==> src/rtl/fp_mul_pkg.sv <==
// Shared constants, operand class enum and format helpers for the FP multiplier.
// Ports: none (package).
package fp_mul_pkg;

   // Bit positions inside the 4-bit flags word {invalid, overflow, underflow, inexact}
   localparam int unsigned FLAG_W         = 4;
   localparam int unsigned FLAG_INVALID   = 3;
   localparam int unsigned FLAG_OVERFLOW  = 2;
   localparam int unsigned FLAG_UNDERFLOW = 1;
   localparam int unsigned FLAG_INEXACT   = 0;

   // Working width of the helper results; callers cast down to the word width
   localparam int unsigned HELPER_W = 64;

   typedef enum logic [1:0] {
      CLS_ZERO = 2'd0,
      CLS_NORM = 2'd1,
      CLS_INF  = 2'd2,
      CLS_NAN  = 2'd3
   } fp_class_e;

   // Exponent bias for an exp_w-bit exponent field
   function automatic logic [HELPER_W-1:0] fp_bias(input int unsigned exp_w);
      return (HELPER_W'(1) << (exp_w - 1)) - HELPER_W'(1);
   endfunction

   // Canonical quiet NaN: sign 0, exponent all ones, only the fraction MSB set
   function automatic logic [HELPER_W-1:0] fp_canon_nan(input int unsigned exp_w,
                                                         input int unsigned man_w);
      logic [HELPER_W-1:0] e_ones;
      e_ones = (HELPER_W'(1) << exp_w) - HELPER_W'(1);
      return (e_ones << man_w) | (HELPER_W'(1) << (man_w - 1));
   endfunction

endpackage

==> src/rtl/fp_mul_norm_round.sv <==
// Final-stage combinational logic: normalise the mantissa product, round,
// apply exception overrides and pack the result word with its flags.
// Build option: FP_MUL_PIPE_ROUND_EN selects round-to-nearest-even,
// otherwise the fraction is truncated (inexact is reported either way).
// Ports:
//   sign_i    - result sign
//   exp_i     - biased exponent sum (signed, EXP_W+2 bits)
//   prod_i    - (MAN_W+1)x(MAN_W+1) significand product
//   cls_i     - result class decided from the operand classes
//   res_c_o   - packed result word
//   flags_c_o - {invalid, overflow, underflow, inexact}
module fp_mul_norm_round
   import fp_mul_pkg::*;
#(
   parameter  int unsigned EXP_W  = 8,
   parameter  int unsigned MAN_W  = 23,
   localparam int unsigned W      = 1 + EXP_W + MAN_W,
   localparam int unsigned E2_W   = EXP_W + 2,
   localparam int unsigned PROD_W = 2 * (MAN_W + 1)
)(
   input  logic                    sign_i,
   input  logic signed [E2_W-1:0]  exp_i,
   input  logic [PROD_W-1:0]       prod_i,
   input  fp_class_e               cls_i,
   output logic [W-1:0]            res_c_o,
   output logic [FLAG_W-1:0]       flags_c_o
);

   localparam logic signed [E2_W-1:0] EXP_MAX  = E2_W'((2 ** EXP_W) - 1);
   localparam logic signed [E2_W-1:0] EXP_ZERO = '0;

   logic [PROD_W-2:0]       low;
   logic [MAN_W-1:0]        frac;
   logic                    guard;
   logic                    sticky;
   logic                    round_up;
   logic [MAN_W:0]          frac_r;
   logic signed [E2_W-1:0]  exp_n;
   logic signed [E2_W-1:0]  exp_f;

   // Normalise, round, then resolve overflow/underflow and special classes
   always_comb begin
      // Product is in [1,4): drop the leading one, shifting left when it sits one bit lower
      low    = prod_i[PROD_W-1] ? prod_i[PROD_W-2:0] : {prod_i[PROD_W-3:0], 1'b0};
      exp_n  = exp_i + signed'(E2_W'(prod_i[PROD_W-1]));
      frac   = low[PROD_W-2 -: MAN_W];
      guard  = low[MAN_W];
      sticky = |low[MAN_W-1:0];
`ifdef FP_MUL_PIPE_ROUND_EN
      round_up = guard & (sticky | frac[0]);
`else
      round_up = 1'b0;
`endif
      // A carry out of the fraction leaves it zero and bumps the exponent
      frac_r = {1'b0, frac} + (MAN_W+1)'(round_up);
      exp_f  = exp_n + signed'(E2_W'(frac_r[MAN_W]));

      res_c_o                 = {sign_i, exp_f[EXP_W-1:0], frac_r[MAN_W-1:0]};
      flags_c_o               = '0;
      flags_c_o[FLAG_INEXACT] = guard | sticky;

      if (exp_f >= EXP_MAX) begin
         res_c_o                   = {sign_i, {EXP_W{1'b1}}, {MAN_W{1'b0}}};
         flags_c_o[FLAG_OVERFLOW]  = 1'b1;
         flags_c_o[FLAG_INEXACT]   = 1'b1;
      end else if (exp_f <= EXP_ZERO) begin
         res_c_o                   = {sign_i, {(W-1){1'b0}}};
         flags_c_o[FLAG_UNDERFLOW] = 1'b1;
         flags_c_o[FLAG_INEXACT]   = 1'b1;
      end

      unique case (cls_i)
         CLS_NAN: begin
            res_c_o                 = W'(fp_canon_nan(EXP_W, MAN_W));
            flags_c_o               = '0;
            flags_c_o[FLAG_INVALID] = 1'b1;
         end
         CLS_INF: begin
            res_c_o   = {sign_i, {EXP_W{1'b1}}, {MAN_W{1'b0}}};
            flags_c_o = '0;
         end
         CLS_ZERO: begin
            res_c_o   = {sign_i, {(W-1){1'b0}}};
            flags_c_o = '0;
         end
         default: ;
      endcase
   end

endmodule

==> src/rtl/fp_mul_pipe.sv <==
// Three-stage pipelined floating-point multiplier with valid/ready handshake.
// S1 unpacks and classifies, S2 multiplies significands, S3 normalises,
// rounds and packs into the output register. A single global stall freezes
// every stage while the output is valid and not accepted.
// Build option: FP_MUL_PIPE_ROUND_EN (round-to-nearest-even; default truncate).
// Ports:
//   clk, reset            - clock, synchronous active-high reset
//   in_valid / in_ready   - operand handshake for a, b
//   a, b                  - operands {sign, exp, frac}
//   out_valid / out_ready - result handshake for mul, flags
//   mul                   - product
//   flags                 - {invalid, overflow, underflow, inexact}
module fp_mul_pipe
   import fp_mul_pkg::*;
#(
   parameter  int unsigned EXP_W = 8,
   parameter  int unsigned MAN_W = 23,
   localparam int unsigned W     = 1 + EXP_W + MAN_W
)(
   input  logic              clk,
   input  logic              reset,
   input  logic              in_valid,
   output logic              in_ready,
   input  logic [W-1:0]      a,
   input  logic [W-1:0]      b,
   output logic              out_valid,
   input  logic              out_ready,
   output logic [W-1:0]      mul,
   output logic [FLAG_W-1:0] flags
);

   localparam int unsigned E2_W   = EXP_W + 2;
   localparam int unsigned SIG_W  = MAN_W + 1;
   localparam int unsigned PROD_W = 2 * SIG_W;
   localparam logic signed [E2_W-1:0] BIAS = signed'(E2_W'(fp_bias(EXP_W)));

   function automatic fp_class_e classify(input logic [EXP_W-1:0] e,
                                          input logic [MAN_W-1:0] f);
      fp_class_e c;
      c = CLS_NORM;
      if (e == '0)      c = CLS_ZERO;
      else if (e == '1) c = (f == '0) ? CLS_INF : CLS_NAN;
      return c;
   endfunction

   // Stage registers
   logic                   s1_valid_q, s2_valid_q, out_valid_q;
   logic                   s1_sign_q, s2_sign_q;
   logic signed [E2_W-1:0] s1_exp_q, s2_exp_q;
   logic [SIG_W-1:0]       s1_siga_q, s1_sigb_q;
   fp_class_e              s1_cls_q, s2_cls_q;
   logic [PROD_W-1:0]      s2_prod_q;
   logic [W-1:0]           mul_q;
   logic [FLAG_W-1:0]      flags_q;

   // Next-state values
   logic                   s1_sign_d;
   logic signed [E2_W-1:0] s1_exp_d;
   logic [SIG_W-1:0]       s1_siga_d, s1_sigb_d;
   fp_class_e              s1_cls_d;
   logic [PROD_W-1:0]      s2_prod_d;
   fp_class_e              cls_a, cls_b;
   logic [W-1:0]           res_c;
   logic [FLAG_W-1:0]      flags_c;

   // Global stall: everything advances only when the output slot can move
   assign in_ready = !(out_valid_q && !out_ready);

   // S1: unpack, sign, biased exponent sum and result class
   always_comb begin
      cls_a     = classify(a[W-2 -: EXP_W], a[MAN_W-1:0]);
      cls_b     = classify(b[W-2 -: EXP_W], b[MAN_W-1:0]);
      s1_sign_d = a[W-1] ^ b[W-1];
      s1_exp_d  = signed'(E2_W'(a[W-2 -: EXP_W])) + signed'(E2_W'(b[W-2 -: EXP_W])) - BIAS;
      s1_siga_d = {1'b1, a[MAN_W-1:0]};
      s1_sigb_d = {1'b1, b[MAN_W-1:0]};
      s1_cls_d  = CLS_NORM;
      if (cls_a == CLS_NAN || cls_b == CLS_NAN ||
          (cls_a == CLS_INF && cls_b == CLS_ZERO) ||
          (cls_a == CLS_ZERO && cls_b == CLS_INF))
         s1_cls_d = CLS_NAN;
      else if (cls_a == CLS_INF || cls_b == CLS_INF)
         s1_cls_d = CLS_INF;
      else if (cls_a == CLS_ZERO || cls_b == CLS_ZERO)
         s1_cls_d = CLS_ZERO;
   end

   // S2: significand product
   assign s2_prod_d = PROD_W'(s1_siga_q) * PROD_W'(s1_sigb_q);

   // S3: normalise / round / pack
   fp_mul_norm_round #(
      .EXP_W (EXP_W),
      .MAN_W (MAN_W)
   ) u_norm_round (
      .sign_i    (s2_sign_q),
      .exp_i     (s2_exp_q),
      .prod_i    (s2_prod_q),
      .cls_i     (s2_cls_q),
      .res_c_o   (res_c),
      .flags_c_o (flags_c)
   );

   // Pipeline registers; reset drops every in-flight slot
   always_ff @(posedge clk) begin
      if (reset) begin
         s1_valid_q  <= 1'b0;
         s1_sign_q   <= 1'b0;
         s1_exp_q    <= '0;
         s1_siga_q   <= '0;
         s1_sigb_q   <= '0;
         s1_cls_q    <= CLS_ZERO;
         s2_valid_q  <= 1'b0;
         s2_sign_q   <= 1'b0;
         s2_exp_q    <= '0;
         s2_prod_q   <= '0;
         s2_cls_q    <= CLS_ZERO;
         out_valid_q <= 1'b0;
         mul_q       <= '0;
         flags_q     <= '0;
      end else if (in_ready) begin
         s1_valid_q  <= in_valid;
         s1_sign_q   <= s1_sign_d;
         s1_exp_q    <= s1_exp_d;
         s1_siga_q   <= s1_siga_d;
         s1_sigb_q   <= s1_sigb_d;
         s1_cls_q    <= s1_cls_d;
         s2_valid_q  <= s1_valid_q;
         s2_sign_q   <= s1_sign_q;
         s2_exp_q    <= s1_exp_q;
         s2_prod_q   <= s2_prod_d;
         s2_cls_q    <= s1_cls_q;
         out_valid_q <= s2_valid_q;
         // Bubbles leave the last result on the bus untouched
         if (s2_valid_q) begin
            mul_q   <= res_c;
            flags_q <= flags_c;
         end
      end
   end

   assign out_valid = out_valid_q;
   assign mul       = mul_q;
   assign flags     = flags_q;

endmodule
==> config.mk <==
export PLATFORM = sky130hd
export DESIGN_NAME = fp_mul_pipe
export DESIGN_NICKNAME = d
export VERILOG_FILES = /design/src/rtl/fp_mul_pkg.sv /design/src/rtl/fp_mul_norm_round.sv /design/src/rtl/fp_mul_pipe.sv
export SDC_FILE = /design/constraint.sdc
export NUM_CORES = 2
export LEC_CHECK = 0
export ABC_AREA = 1
export BUFFER_PORTS_ARGS = -buffer_cell sky130_fd_sc_hd__buf_4
export CAP_MARGIN = 15
export CORE_ASPECT_RATIO = 1.1
export CORE_MARGIN = 2
export CORE_UTILIZATION = 37
export DETAILED_ROUTE_END_ITERATION = 7
export SYNTH_ARGS = -nofsm -noshare
export SYNTH_HDL_FRONTEND = slang
export SYNTH_SLANG_ARGS = --single-unit
==> constraint.sdc <==
create_clock -name clk -period 6.9 [get_ports clk]
set_input_delay 1.38 -clock clk [delete_from_list [all_inputs] [get_ports clk]]
set_output_delay 1.38 -clock clk [all_outputs]
set_load 0.03 [all_outputs]
==> results.cfg <==
[min_path]
worst_hold_path_type = flip-flop to flip-flop
hp-start = s1_exp_q[9]$_SDFFE_PP0N_
min_to = s1_exp_q[9]$_SDFFE_PP0N_
hold_path_depth = 2

[clock_tree]
numCtsBuffers = 17
clock-sinks = 160
path_clk_slew_ns = 0.07
cts_tree = done
h-tree-depth = 4
clockBufferDepth = 2
cts_root_buffer = clkbuf_16
clock_latency_ns = 0.47

[worst_setup_path]
cp_slowest_cell = fa_1
cpPeakStageDelay_ns = 0.61
critical_path.most_common_cell = fa_1
cp.arrival_ns = 6.95
critical_path_class = flip-flop to flip-flop
critPathLaunchType = flip-flop
cp.required_ns = 7.27
path_buf_inv = 5
cp-end-kind = flip-flop
ff2ff_setup_slack_ns = 0.32
reg2reg_from = s1_siga_q[9]$_SDFFE_PP0N_
reg2regPathDepth = 23
worst-path-max-fanout = 13
cp_top_family = adder cells
r2r-end = s2_prod_q[34]$_SDFFE_PP0N_
crit_chain = buf_4 > nand2_1 > fa_1 > inv_1 > fa_1 > fa_1 > fa_1 > fa_1 > fa_1 > inv_1 > fa_1 > inv_1 > ha_1 > a21oi_1 > o21ai_0 > a21oi_1 > nand3_1 > nand2_1 > nand2_1 > nand2_1 > nand3_1 > nand2_1 > inv_1

[grt]
grt_max_degree = 105
gr-usage-all-layers_pct = 20.1
first_global_vias = 22900
met3_usage_pct = 2.32
busiest_layer = met2
antenna_found_initial = 0
grt_pass1_wl_um = 124000
use_met2_pct = 33.4
met1_usage_pct = 28.5
grt_overflow_total = 0

[logic_synthesis]
yosysSeqAreaShare_pct = 11.5
syn_nets = 4585
synth-seq-cells = 160
syn_area_per_cell_um2 = 7.23
synthCells = 3843
syn_area_um2 = 27800
synthDistinctLibCells = 44
synth_edf_count = 0
yosys_warnings = 0
synth-async-reset-ratio_pct = 0
synthFlopType = dfxtp_1

[placement]
pre_cts_slack_ns = 0.219
io_buffer_count = 105
dp_hpwl_um = 62400
place_inst = 4793
gp_congestion = 0.939

[floorplan]
die_h_um = 291
core-area_um2 = 74500
io_pins = 106
die_area_um2 = 77300
start_util_pct = 37.3
row_count = 105
die_x_um = 265

[sta]
timing.final.crit_share_pct = 95.3
rsz0062_at_grt = false
hold_violations = 0
period_needed_ns = 6.58
layout_setup_ws_ns = 0.321
worst_slew_pin_slew_ns = 1.04
finClkSkew_ns = 0.0339
setup_viol = 0
fmax_mhz = 152
finalSetupTns_ns = 0
maxSlewHeadroom_pct = 30.6
slew_violations = 0

[detailed_routing]
drtIter0Drc = 1452
drc_errors = 0
wl_per_cell_um = 15.5
vias = 22700
routed_wl_um = 74800
vias_per_cell = 4.71
dr.pass1.iters = 6
ant_nets = 0

[layout]
n_antenna_cell = 0
final_common_cell = inv_1
areaGrowthSynthToFinish_pct = 9.30
mostFrequentLayoutCells = inv_1 (1101), nand2_1 (893), fa_1 (483)
final_layout_size_suffix_gt1_share_pct = 7.51
finalNonFillerCells = 4825
num-nets-final = 4591

[power_and_ir_drop]
power.density_nw_per_um2 = 257
finalPower_mw = 7.79
leakage_nw = 17.7
vdd_ir_drop_max_v = 0.000260

[run_status]
status = completed

[flow_run]
cap_violations = 0
## worst max path at each step
stage                     cells past startpoint                          to                  startpoint  slack, ns
after floorplan                              29  s2_prod_q[34]$_SDFFE_PP0N_  s1_siga_q[13]$_SDFFE_PP0N_       0.86
after global placement                       20  s2_prod_q[40]$_SDFFE_PP0N_  s1_sigb_q[11]$_SDFFE_PP0N_       0.22
after detailed placement                     22  s2_prod_q[40]$_SDFFE_PP0N_  s1_sigb_q[11]$_SDFFE_PP0N_       0.22
after CTS                                    22  s2_prod_q[40]$_SDFFE_PP0N_  s1_sigb_q[11]$_SDFFE_PP0N_       0.18
after global routing                         23  s2_prod_q[36]$_SDFFE_PP0N_   s1_siga_q[9]$_SDFFE_PP0N_       0.02
final                                        23  s2_prod_q[34]$_SDFFE_PP0N_   s1_siga_q[9]$_SDFFE_PP0N_       0.32
## through the flow
stage | hold slack [ns] | util [%] | instance area, um2
floorplan | 0.442 | - | 27800
global placement | 0.454 | 39.9 | 29700
detailed placement | 0.455 | 39.9 | 29700
CTS | 0.467 | 40.7 | 30300
global route | 0.498 | 40.7 | 30400
finish | 0.469 | 40.7 | 30400
## routing by layer
| metal | wire [um] | vias up |
|---|---|---|
| li1 | - | 11100 |
| met1 | 34900 | 11100 |
| met2 | 35400 | 492 |
| met3 | 3450 | 55 |
| met4 | 1070 | 0 |
| met5 | 0 | - |
## final cells by class
cell class                 instances  area, um2
timing repair buffer             192       1540
inverter                        1110       4170
clock buffer                      19        433
fill                            7640      44100
clock inverter                    13        191
multi-input combinational       2368      19600
sequential                       160       3230
tap                              963       1200
## cells by family after synthesis
group / count (synthesis) / synth area share (%)
xor+xnor: 31 / 1.05
flops: 160 / 11.5
buf+inv: 1315 / 18.0
fa+ha+maj: 674 / 43.4
mux: 2 / 0.0811
simple gates: 1304 / 19.1
compound gates: 357 / 6.82
## Yosys cell counts (3+ instances only)
master       n  area [um2]
xor2_1      24         210
nand3_2      3        30.0
buf_1        4        15.0
nor2_2      23         144
nor3_1       9        45.0
o21ai_0    168         841
fa_1       483        9670
a21oi_1    146         731
inv_1     1103        4140
nand3_1     94         470
nor2_1     210         788
nand2_2      4        25.0
nand2_1    893        3350
o21bai_1    31         233
a21o_1       3        22.5
ha_1       191        2390
inv_2        4        15.0
buf_2        4        20.0
nor4_1       8        50.1
clkbuf_1   192         721
buf_6        3        33.8
nand4_1     49         307
xnor2_1      6        52.6
dfxtp_1    160        3200
## where the power goes
group          switching, mW  internal, mW  total [mW]
clock network          0.474         0.586        1.06
registers              0.143          1.07        1.22
logic                   3.51          2.00        5.51
total                   4.13          3.66        7.79
## flip-flops by register name (all words and copies together) (netlist names)
register,count
s1_siga_q,24
s1_sigb_q,23
flags,4
mul,32
s1_cls_q,2
s1_exp_q,10
s2_cls_q,2
s1_valid_q,1
s2_sign_q,1
s1_sign_q,1
s2_prod_q,48
out_valid,1
s2_valid_q,1
s2_exp_q,10
## worst min-delay path, cell delays in order (launching register included)
cell and delay [ns]:
dfxtp_1 0.31, nand2_1 0.06, a21oi_1 0.05
## what timing repair did
| action | CTS | global route |
|---|---|---|
| hold buffers | 0 | 0 |
| endpoints found under the setup margin | 0 | 24 |
| gates resized for setup | 0 | 24 |
| setup buffers | 0 | 0 |
Power figures use the tool's default switching activity.
